$ cat src/rtl/udp_tx_pkg.sv
// Shared types and helpers for the UDP transmit scheduler.
package udp_tx_pkg;

    localparam int unsigned SEQ_W     = 32;
    localparam int unsigned PORT_W    = 4;
    localparam int unsigned MAX_PORTS = 16;
    localparam int unsigned MAX_LEN_W = 32;
    localparam int unsigned LEN_BUS_W = MAX_PORTS * MAX_LEN_W;

    localparam logic [PORT_W-1:0] PORT_RESPONSE = 4'd0;
    localparam logic [PORT_W-1:0] PORT_CC       = 4'd1;

    typedef enum logic [2:0] {
        ST_IDLE,
        ST_GRANT,
        ST_ISSUE,
        ST_ACTIVE,
        ST_DONE
    } state_t;

    // Extract port's len_w-bit field from a zero-extended flat length bus.
    function automatic logic [MAX_LEN_W-1:0] len_slice(
        input logic [LEN_BUS_W-1:0] bus,
        input logic [PORT_W-1:0]    port,
        input int unsigned          len_w
    );
        logic [LEN_BUS_W-1:0] shifted;
        logic [MAX_LEN_W-1:0] mask;
        shifted = bus >> (32'(port) * len_w);
        mask    = (len_w >= MAX_LEN_W) ? '1 : MAX_LEN_W'((64'd1 << len_w) - 64'd1);
        return shifted[MAX_LEN_W-1:0] & mask;
    endfunction

endpackage

$ cat src/rtl/udp_rr_arbiter.sv
// Port 0 wins outright; ports 1..N-1 share round-robin starting after rr_ptr.
module udp_rr_arbiter
    import udp_tx_pkg::*;
#(
    parameter int unsigned NUM_PORTS = 4
) (
    input  logic [NUM_PORTS-1:0] req,
    input  logic [PORT_W-1:0]    rr_ptr,
    output logic [PORT_W-1:0]    winner_c,
    output logic                 valid_c
);

    logic [MAX_PORTS-1:0] req_all;
    logic [PORT_W:0]      start;
    logic [PORT_W:0]      cand;

    assign req_all = MAX_PORTS'(req);

    always_comb begin
        winner_c = PORT_RESPONSE;
        valid_c  = 1'b0;
        start    = {1'b0, rr_ptr} + 5'd1;
        if (start >= 5'(NUM_PORTS)) begin
            start = {1'b0, PORT_CC};
        end
        cand = start;
        if (req_all[PORT_RESPONSE]) begin
            winner_c = PORT_RESPONSE;
            valid_c  = 1'b1;
        end else begin
            // Walk ports 1..N-1 upward from start, wrapping back to port 1.
            for (int unsigned k = 0; k < NUM_PORTS - 1; k++) begin
                if (!valid_c && req_all[cand[PORT_W-1:0]]) begin
                    winner_c = cand[PORT_W-1:0];
                    valid_c  = 1'b1;
                end
                cand = cand + 5'd1;
                if (cand >= 5'(NUM_PORTS)) begin
                    cand = {1'b0, PORT_CC};
                end
            end
        end
    end

endmodule

$ cat src/rtl/udp_tx_scheduler.sv
// Arbitrates packet sources onto the single UDP sender with a send/busy handshake.
// Define UDP_TX_SCHED_TIMEOUT_EN to abort stalled handshakes after TIMEOUT_CYC cycles.
module udp_tx_scheduler
    import udp_tx_pkg::*;
#(
    parameter int unsigned NUM_PORTS   = 4,
    parameter int unsigned LEN_W       = 16
`ifdef UDP_TX_SCHED_TIMEOUT_EN
    , parameter int unsigned TIMEOUT_CYC = 65535
`endif
) (
    input  logic                       clock,
    input  logic                       reset,
    input  logic [NUM_PORTS-1:0]       req,
    input  logic [NUM_PORTS*LEN_W-1:0] req_length,
    output logic [NUM_PORTS-1:0]       done,
    output logic [NUM_PORTS-1:0]       grant,
    output logic                       send,
    output logic [PORT_W-1:0]          port_ID,
    output logic [LEN_W-1:0]           udp_tx_length,
    output logic [SEQ_W-1:0]           sequence_number,
    input  logic                       sender_busy,
    output logic                       timeout_err
);

    state_t               state;
    logic [PORT_W-1:0]    rr_ptr;
    logic [SEQ_W-1:0]     seq [MAX_PORTS];
    logic [PORT_W-1:0]    pick;
    logic                 pick_valid;
    logic [LEN_BUS_W-1:0] len_bus;

`ifdef UDP_TX_SCHED_TIMEOUT_EN
    localparam logic [31:0] TMO_LOAD = 32'(TIMEOUT_CYC - 1);
    logic [31:0] tmo_cnt;
    logic        aborted;
`else
    assign timeout_err = 1'b0;
`endif

    assign len_bus = LEN_BUS_W'(req_length);

    udp_rr_arbiter #(
        .NUM_PORTS (NUM_PORTS)
    ) u_arb (
        .req      (req),
        .rr_ptr   (rr_ptr),
        .winner_c (pick),
        .valid_c  (pick_valid)
    );

    // Packet sequencer; port_ID doubles as the latched winner.
    always_ff @(posedge clock or posedge reset) begin
        if (reset) begin
            state           <= ST_IDLE;
            rr_ptr          <= '0;
            for (int i = 0; i < MAX_PORTS; i++) begin
                seq[i] <= '0;
            end
            grant           <= '0;
            done            <= '0;
            send            <= 1'b0;
            port_ID         <= '0;
            udp_tx_length   <= '0;
            sequence_number <= '0;
`ifdef UDP_TX_SCHED_TIMEOUT_EN
            tmo_cnt         <= '0;
            aborted         <= 1'b0;
            timeout_err     <= 1'b0;
`endif
        end else begin
            case (state)
                ST_IDLE: begin
                    done <= '0;
                    if (pick_valid && !sender_busy) begin
                        port_ID         <= pick;
                        udp_tx_length   <= LEN_W'(len_slice(len_bus, pick, LEN_W));
                        sequence_number <= seq[pick];
                        grant           <= NUM_PORTS'(1) << pick;
                        state           <= ST_GRANT;
                    end
                end
                ST_GRANT: begin
                    send  <= 1'b1;
                    state <= ST_ISSUE;
`ifdef UDP_TX_SCHED_TIMEOUT_EN
                    tmo_cnt <= TMO_LOAD;
`endif
                end
                ST_ISSUE: begin
                    // Drop send as soon as busy is seen so the sender cannot re-launch.
                    if (sender_busy) begin
                        send  <= 1'b0;
                        state <= ST_ACTIVE;
`ifdef UDP_TX_SCHED_TIMEOUT_EN
                        tmo_cnt <= TMO_LOAD;
                    end else if (tmo_cnt == '0) begin
                        send        <= 1'b0;
                        timeout_err <= 1'b1;
                        aborted     <= 1'b1;
                        grant       <= '0;
                        done        <= NUM_PORTS'(1) << port_ID;
                        state       <= ST_DONE;
                    end else begin
                        tmo_cnt <= tmo_cnt - 32'd1;
`endif
                    end
                end
                ST_ACTIVE: begin
                    if (!sender_busy) begin
                        grant <= '0;
                        done  <= NUM_PORTS'(1) << port_ID;
                        state <= ST_DONE;
`ifdef UDP_TX_SCHED_TIMEOUT_EN
                    end else if (tmo_cnt == '0) begin
                        timeout_err <= 1'b1;
                        aborted     <= 1'b1;
                        grant       <= '0;
                        done        <= NUM_PORTS'(1) << port_ID;
                        state       <= ST_DONE;
                    end else begin
                        tmo_cnt <= tmo_cnt - 32'd1;
`endif
                    end
                end
                ST_DONE: begin
                    done <= '0;
`ifdef UDP_TX_SCHED_TIMEOUT_EN
                    aborted <= 1'b0;
                    if (!aborted)
`endif
                    seq[port_ID] <= seq[port_ID] + 32'd1;
                    if (port_ID != PORT_RESPONSE) begin
                        rr_ptr <= port_ID;
                    end
                    state <= ST_IDLE;
                end
                default: begin
                    state <= ST_IDLE;
                end
            endcase
        end
    end

endmodule

$ cat config.mk
export PLATFORM = sky130hd
export DESIGN_NAME = udp_tx_scheduler
export DESIGN_NICKNAME = d
export VERILOG_FILES = /design/src/rtl/udp_tx_pkg.sv /design/src/rtl/udp_rr_arbiter.sv /design/src/rtl/udp_tx_scheduler.sv
export SDC_FILE = /design/constraint.sdc
export NUM_CORES = 1
export LEC_CHECK = 0
export CAP_MARGIN = 20
export CORE_MARGIN = 2
export CORE_UTILIZATION = 52
export DETAILED_ROUTE_END_ITERATION = 6
export GPL_ROUTABILITY_DRIVEN = 0
export GPL_TIMING_DRIVEN = 0
export PLACE_DENSITY = 0.7
export SLEW_MARGIN = 20
export SYNTH_ARGS = -nofsm -noshare
export SYNTH_HDL_FRONTEND = slang
export SYNTH_SLANG_ARGS = --single-unit
$ cat constraint.sdc
create_clock -name clock -period 26.3 [get_ports clock]
set_input_delay 3.945 -clock clock [delete_from_list [all_inputs] [get_ports clock]]
set_output_delay 3.945 -clock clock [all_outputs]
set_load 0.02 [all_outputs]
Word level (Yosys, flattened, before mapping)
Cells that the tools add are included.
- add/sub/neg operators: 4
- order comparisons: 9
- equality and inequality tests: 7
- shift operators: 3
- mux-type cells: 41
- bitwise gates (word level): 2
- reduce and logical (&&, ||, !) cells: 19
- operator list (operator ; number):
    bitwise mux 512 bit ; 1
    binary-select mux 32 bit (select 4 bit) ; 2
    two-way mux 32 bit ; 5
    demux 32 bit (select 4 bit) ; 1
    right shift 64 x 8 -> 16 bit ; 1
    two-way mux 4 bit ; 9
    adder 32 x 1 -> 32 bit (second input constant) ; 1
    case mux 4 bit (2 select lines) ; 2
    >= comparator 5 x 3 -> 1 bit (second input constant) ; 3
    less-than comparator 4 x 5 -> 1 bit (second input constant) ; 3
    two-way mux 5 bit ; 3
    binary-select mux 1 bit (select 4 bit) ; 3
    case mux 3 bit (4 select lines) ; 1
    adder 5 x 1 -> 5 bit (second input constant) ; 2
    >= comparator 5 bit (second input constant) ; 2
    two-way mux 1 bit ; 10
    inverter 4 -> 5 bit ; 2
    two-way mux 3 bit ; 3
    AND reduction 2 bit ; 4
    << shifter 1 x 4 -> 4 bit (first input constant) ; 2
    == test 3 x 2 -> 1 bit (second input constant) ; 2
    inequality test 2 bit (second input constant) ; 3
    AND reduction 3 bit ; 2
    nonzero test 2 bit ; 3
    10 further kinds ; 15
- register bits: 580
- bits of input ports: 71
- output and inout port bits: 62
- logic and storage cells: 109

Logic depth before layout (Yosys ltp)
- word-level depth: 20
- depth in mapped cells: 18
- depth with buffers taken out: 16

Cells and area by module
From an unflattened synthesis, not the netlist that was laid out.
- cells, all modules: 2450
- area, all modules: 30345.4 um^2
- by module, submodules not included (module ; times used ; cells an instance ; area an instance (um^2) ; sequential area each (um^2)):
    udp_tx_scheduler ; 1 ; 2393 ; 29871.1 ; 14513.9
    udp_rr_arbiter ; 1 ; 57 ; 474.2 ; 0.0

Worst setup path after synthesis
No wires, ideal clock.
- path type: input-to-reg
- start: in req[2]
- end: reg udp_tx_length[0]
- setup time: 0.126 ns
- arrival: 6.040 ns
- required time: 26.174 ns
- slack: 20.134 ns
- stages on the path: 10
- path buffers: 2
- cell sequence: nand2_1 > mux2i_1 > a211oi_1 > nand3_1 > o31a_1 > clkbuf_1 > nor2_1 > buf_2 > mux2_2 > a221o_1
- longest elaborated chain between the ends: 14
- elaborated cells between the ends (all ways): 23
- classes of those cells: shift (1); mux (16); reduce/logical (6)
- RTL lines (what ; RTL line ; RTL):
    start: declaration ; udp_tx_scheduler.sv:14 ; input logic [NUM_PORTS-1:0] req,
    parallel branches: the longest is 14 deep, another holds binary-select mux 1 bit (select 4 bit) ; -- ;
    end signal: assignment ; udp_tx_scheduler.sv:77 ; udp_tx_length <= LEN_W'(len_slice(len_bus, pick, LEN_W));
    end: declaration ; udp_tx_scheduler.sv:20 ; output logic [LEN_W-1:0] udp_tx_length,
Several ways; the timed one is not identified. The select of a mux whose other input is x is not followed.
A chain may end at the register's enable or synchronous reset.

Final worst setup path
- start: in req[2]
- end: reg udp_tx_length[1]
Same word-level chain as after synthesis.

==> run metrics <==
Reg2Reg Setup Slack=20.74 ns; vias=21900; Die Y-Extent=231 um; Hold Path Origin=seq[37]$_DFFE_PP0P_; Worst setup SP type=primary input; wire length per cell=26.6 um; Mapped Area=0.0268 mm^2; Gate power share=29.7%; Internal=1.65 mW; Synth Area per Inst=10.9 um^2; hold-fix buffer count after cts=0; Core Util, Final=roughly three fifths; Clock Tree Buf Depth=3; grt ovf=0; ratio of cells with drive above 1 in the final layout=15.0%; Post-Route WL=between 80000 and 90000 um; PortBufs=131; CTS tree=yes; measured slew at the worst slew-check pin=1.15 ns; most frequent cell after synthesis=dfrtp_1; I/O pins=~130; crit-path max FO=10; largest net degree at the start of global routing=109; P per Cell Area=81.8 mW/mm^2; Layout Cells excl Fill=3373; top cells by count, synth=580 x dfrtp_1, 540 x nand2_1, 465 x o21ai_0, 157 x clkbuf_1, 138 x mux4_2; kind of critical path=primary input to flop; post-CTS setup buffer count=0; most area-hungry cell type in the Yosys netlist=dfrtp_1; EDFF count, synth=0; hold depth=2; ANT nets after route=0; DRC errors left=0; synth-to-layout area growth=15.9%; CTS root buf=clkbuf_16; Netlist cell types=66; placed cells=3270; Max Freq=between 0.1 and 0.15 GHz; Worst Path Buf+Inv=3; vias in the first global route=roughly 22000; number of buffers created by CTS=59; Seq cells post-synth=580; DRT iter0 DRCs=2449; max incr delay on CP=0.51 ns; CTS clock-pin slew for the worst setup and hold paths=around 0.060 ns; Seq/Total Area, Yosys=between 50% and 60%; area share of the largest cell type after synthesis=54.1%; r2r endpoint=sequence_number[14]$_DFFE_PP0P_; gr usage total=33.8%; first drt pass iteration count=5; delay-heaviest family, CP=buffers and inverters; leakage=13.1 nW; Starting Density=52.4%; first-pass GRT wire length=about 130000 um; Max IR drop VDD=0.0614 mV; Pins Over Slew Limit=0; initial antenna violation count=0; Fin Hold WS=around 0.47 ns; antenna cells=0; ys flop type=dfrtp_1; Mapped Nets=2531; Tmin final=between 7 and 8 ns; clock sinks=580; CP max-delay cell=clkdlybuf4s50_1; Die W=231 um; Sw Pwr=0.897 mW; Ys Warns=0; Min-Delay Endpoint=seq[37]$_DFFE_PP0P_; period utilization=about a quarter; nets@finish=2730; Max-slew headroom=23.2%; Syn Inst Count=2453; Critical Path AT=7.53 ns; worst skew pair latency=around 0.64 ns; Flop pwr share=36.9%; DR vias/cell=between 6 and 7; Cell Chain, Critical Path=clkdlybuf4s50_1, nand2_1, mux2i_1, a211oi_1, nand3_1, o31a_1, clkbuf_1, nor2_1, buf_2, mux2_2, a221o_1; Core ar.=0.0512 mm^2; Final Hold Fails=0; worst r2r src=rr_ptr[0]$_DFFE_PP0P_; Worst setup EP type=flop; H-tree depth=2; Clock Power Share=33.4%; switch share=around a third; status=finished clean; asr flop ratio synth=100%; die footprint=between 0.05 and 0.06 mm^2; Site Rows=83; detailed placement HPWL=60100 um; unrepaired setup endpoints after global routing=no; TNS Setup=0 ns; Hold WC Path Type=flop to flop; FF-to-FF path depth=17; Clock Skew=about 0.028 ns; Worst Path Required=26.81 ns; largest cells by area after synthesis=dfrtp_1 54%, mux4_2 12%, o21ai_0 8.7%; Pwr Total=2.55 mW; post-CTS sizing=0; max-cap violations=0; # setup viols final=0
==> state kept, by name, summed over array words and instances, names as in the netlist <==
| register | cells |
|---|---|
| seq | 512 |
| rr_ptr | 4 |
| port_ID | 4 |
| send | 1 |
| udp_tx_length | 16 |
| sequence_number | 32 |
| state | 3 |
| done | 4 |
| grant | 4 |
==> how the worst max path moves through the flow <==
stage	start	to	slack [ns]	cells after the start
global placement	reset	state[1]$_DFFE_PP0P_	0.28	2
floorplan	reset	done[0]$_DFFE_PP0P_	6.13	1
detailed placement	req[2]	sequence_number[9]$_DFFE_PP0P_	18.75	11
finish	req[2]	udp_tx_length[1]$_DFFE_PP0P_	19.29	11
CTS	req[2]	sequence_number[14]$_DFFE_PP0P_	19.36	11
global route	req[2]	udp_tx_length[1]$_DFFE_PP0P_	19.14	11
==> power groups by stage <==
stage	logic (mW)	registers (mW)	clock network [mW]
after floorplan	0.421	0.973	0
after global placement	0.717	0.955	0
after detailed placement	0.734	0.955	0
after CTS	0.735	0.938	0.851
after global routing	0.790	0.941	0.889
final	0.756	0.939	0.851
==> cell usage in the layout (no fill, tap or decap), drive strengths merged, types with 8 or more instances in the layout <==
| cell | instances |
|---|---|
| a21oi | 54 |
| a221o | 46 |
| a221oi | 9 |
| a22o | 10 |
| a22oi | 28 |
| and2 | 8 |
| buf | 64 |
| clkbuf | 247 |
| clkdlybuf4s50 | 131 |
| clkinv | 10 |
| dfrtp | 580 |
| inv | 11 |
| mux2 | 79 |
| mux4 | 138 |
| nand2 | 542 |
| nand3 | 59 |
| nor2 | 26 |
| o21ai | 535 |
| xor2 | 23 |
==> cell type report <==
class                      instances  area (um^2)
sequential                       580        14500
multi-input combinational       1646        11300
fill                            4151        20100
clock inverter                    15          156
clock buffer                      87         1770
buffer                           217         1000
timing repair buffer             138         1480
inverter                          10         45.0
tap                              680          851
==> per-layer routing <==
metal,share of wire [%],track usage [%]
met1,38,45.0
met2,45,51.9
met3,12,9.61
met4,4.8,15.2
met5,0,0
==> worst reg2reg max path: stages (launching register included) <==
cell and delay, ns:
dfrtp_1 0.44, ha_1 0.25, and2_1 0.15, a21boi_0 0.36, or2_1 0.21, inv_1 0.08, ha_1 0.31, nor2b_1 0.34
ha_1 0.33, nor2b_1 0.17, a32o_1 0.28, a311o_1 0.34, o21ai_1 0.48, or2_2 0.20, buf_2 0.38, buf_1 0.69
a21oi_1 0.11, a221o_1 0.32
==> metrics by stage <==
step / cell area, um^2 / setup WS (ns)
6_report: 31100 / 19.29
3_3_place_gp: 29000 / 0.282
5_1_grt: 31100 / 19.14
3_5_place_dp: 29200 / 18.75
2_1_floorplan: 26800 / 6.13
4_1_cts: 31100 / 19.36
==> cells by family after synthesis <==
| group | count (synthesis) | share of synthesized area (%) |
|---|---|---|
| multiplexers | 224 | 15.2 |
| flip-flops | 580 | 54.1 |
| other | 1 | 0.0140 |
| AND/OR/NAND/NOR | 678 | 10.5 |
| adder cells (fa/ha/maj) | 7 | 0.326 |
| AO/OA/AOI/OAI | 706 | 14.9 |
| buffers and inverters | 227 | 3.86 |
| XOR/XNOR | 30 | 1.16 |
No activity file was read; power rests on OpenSTA's default activity.
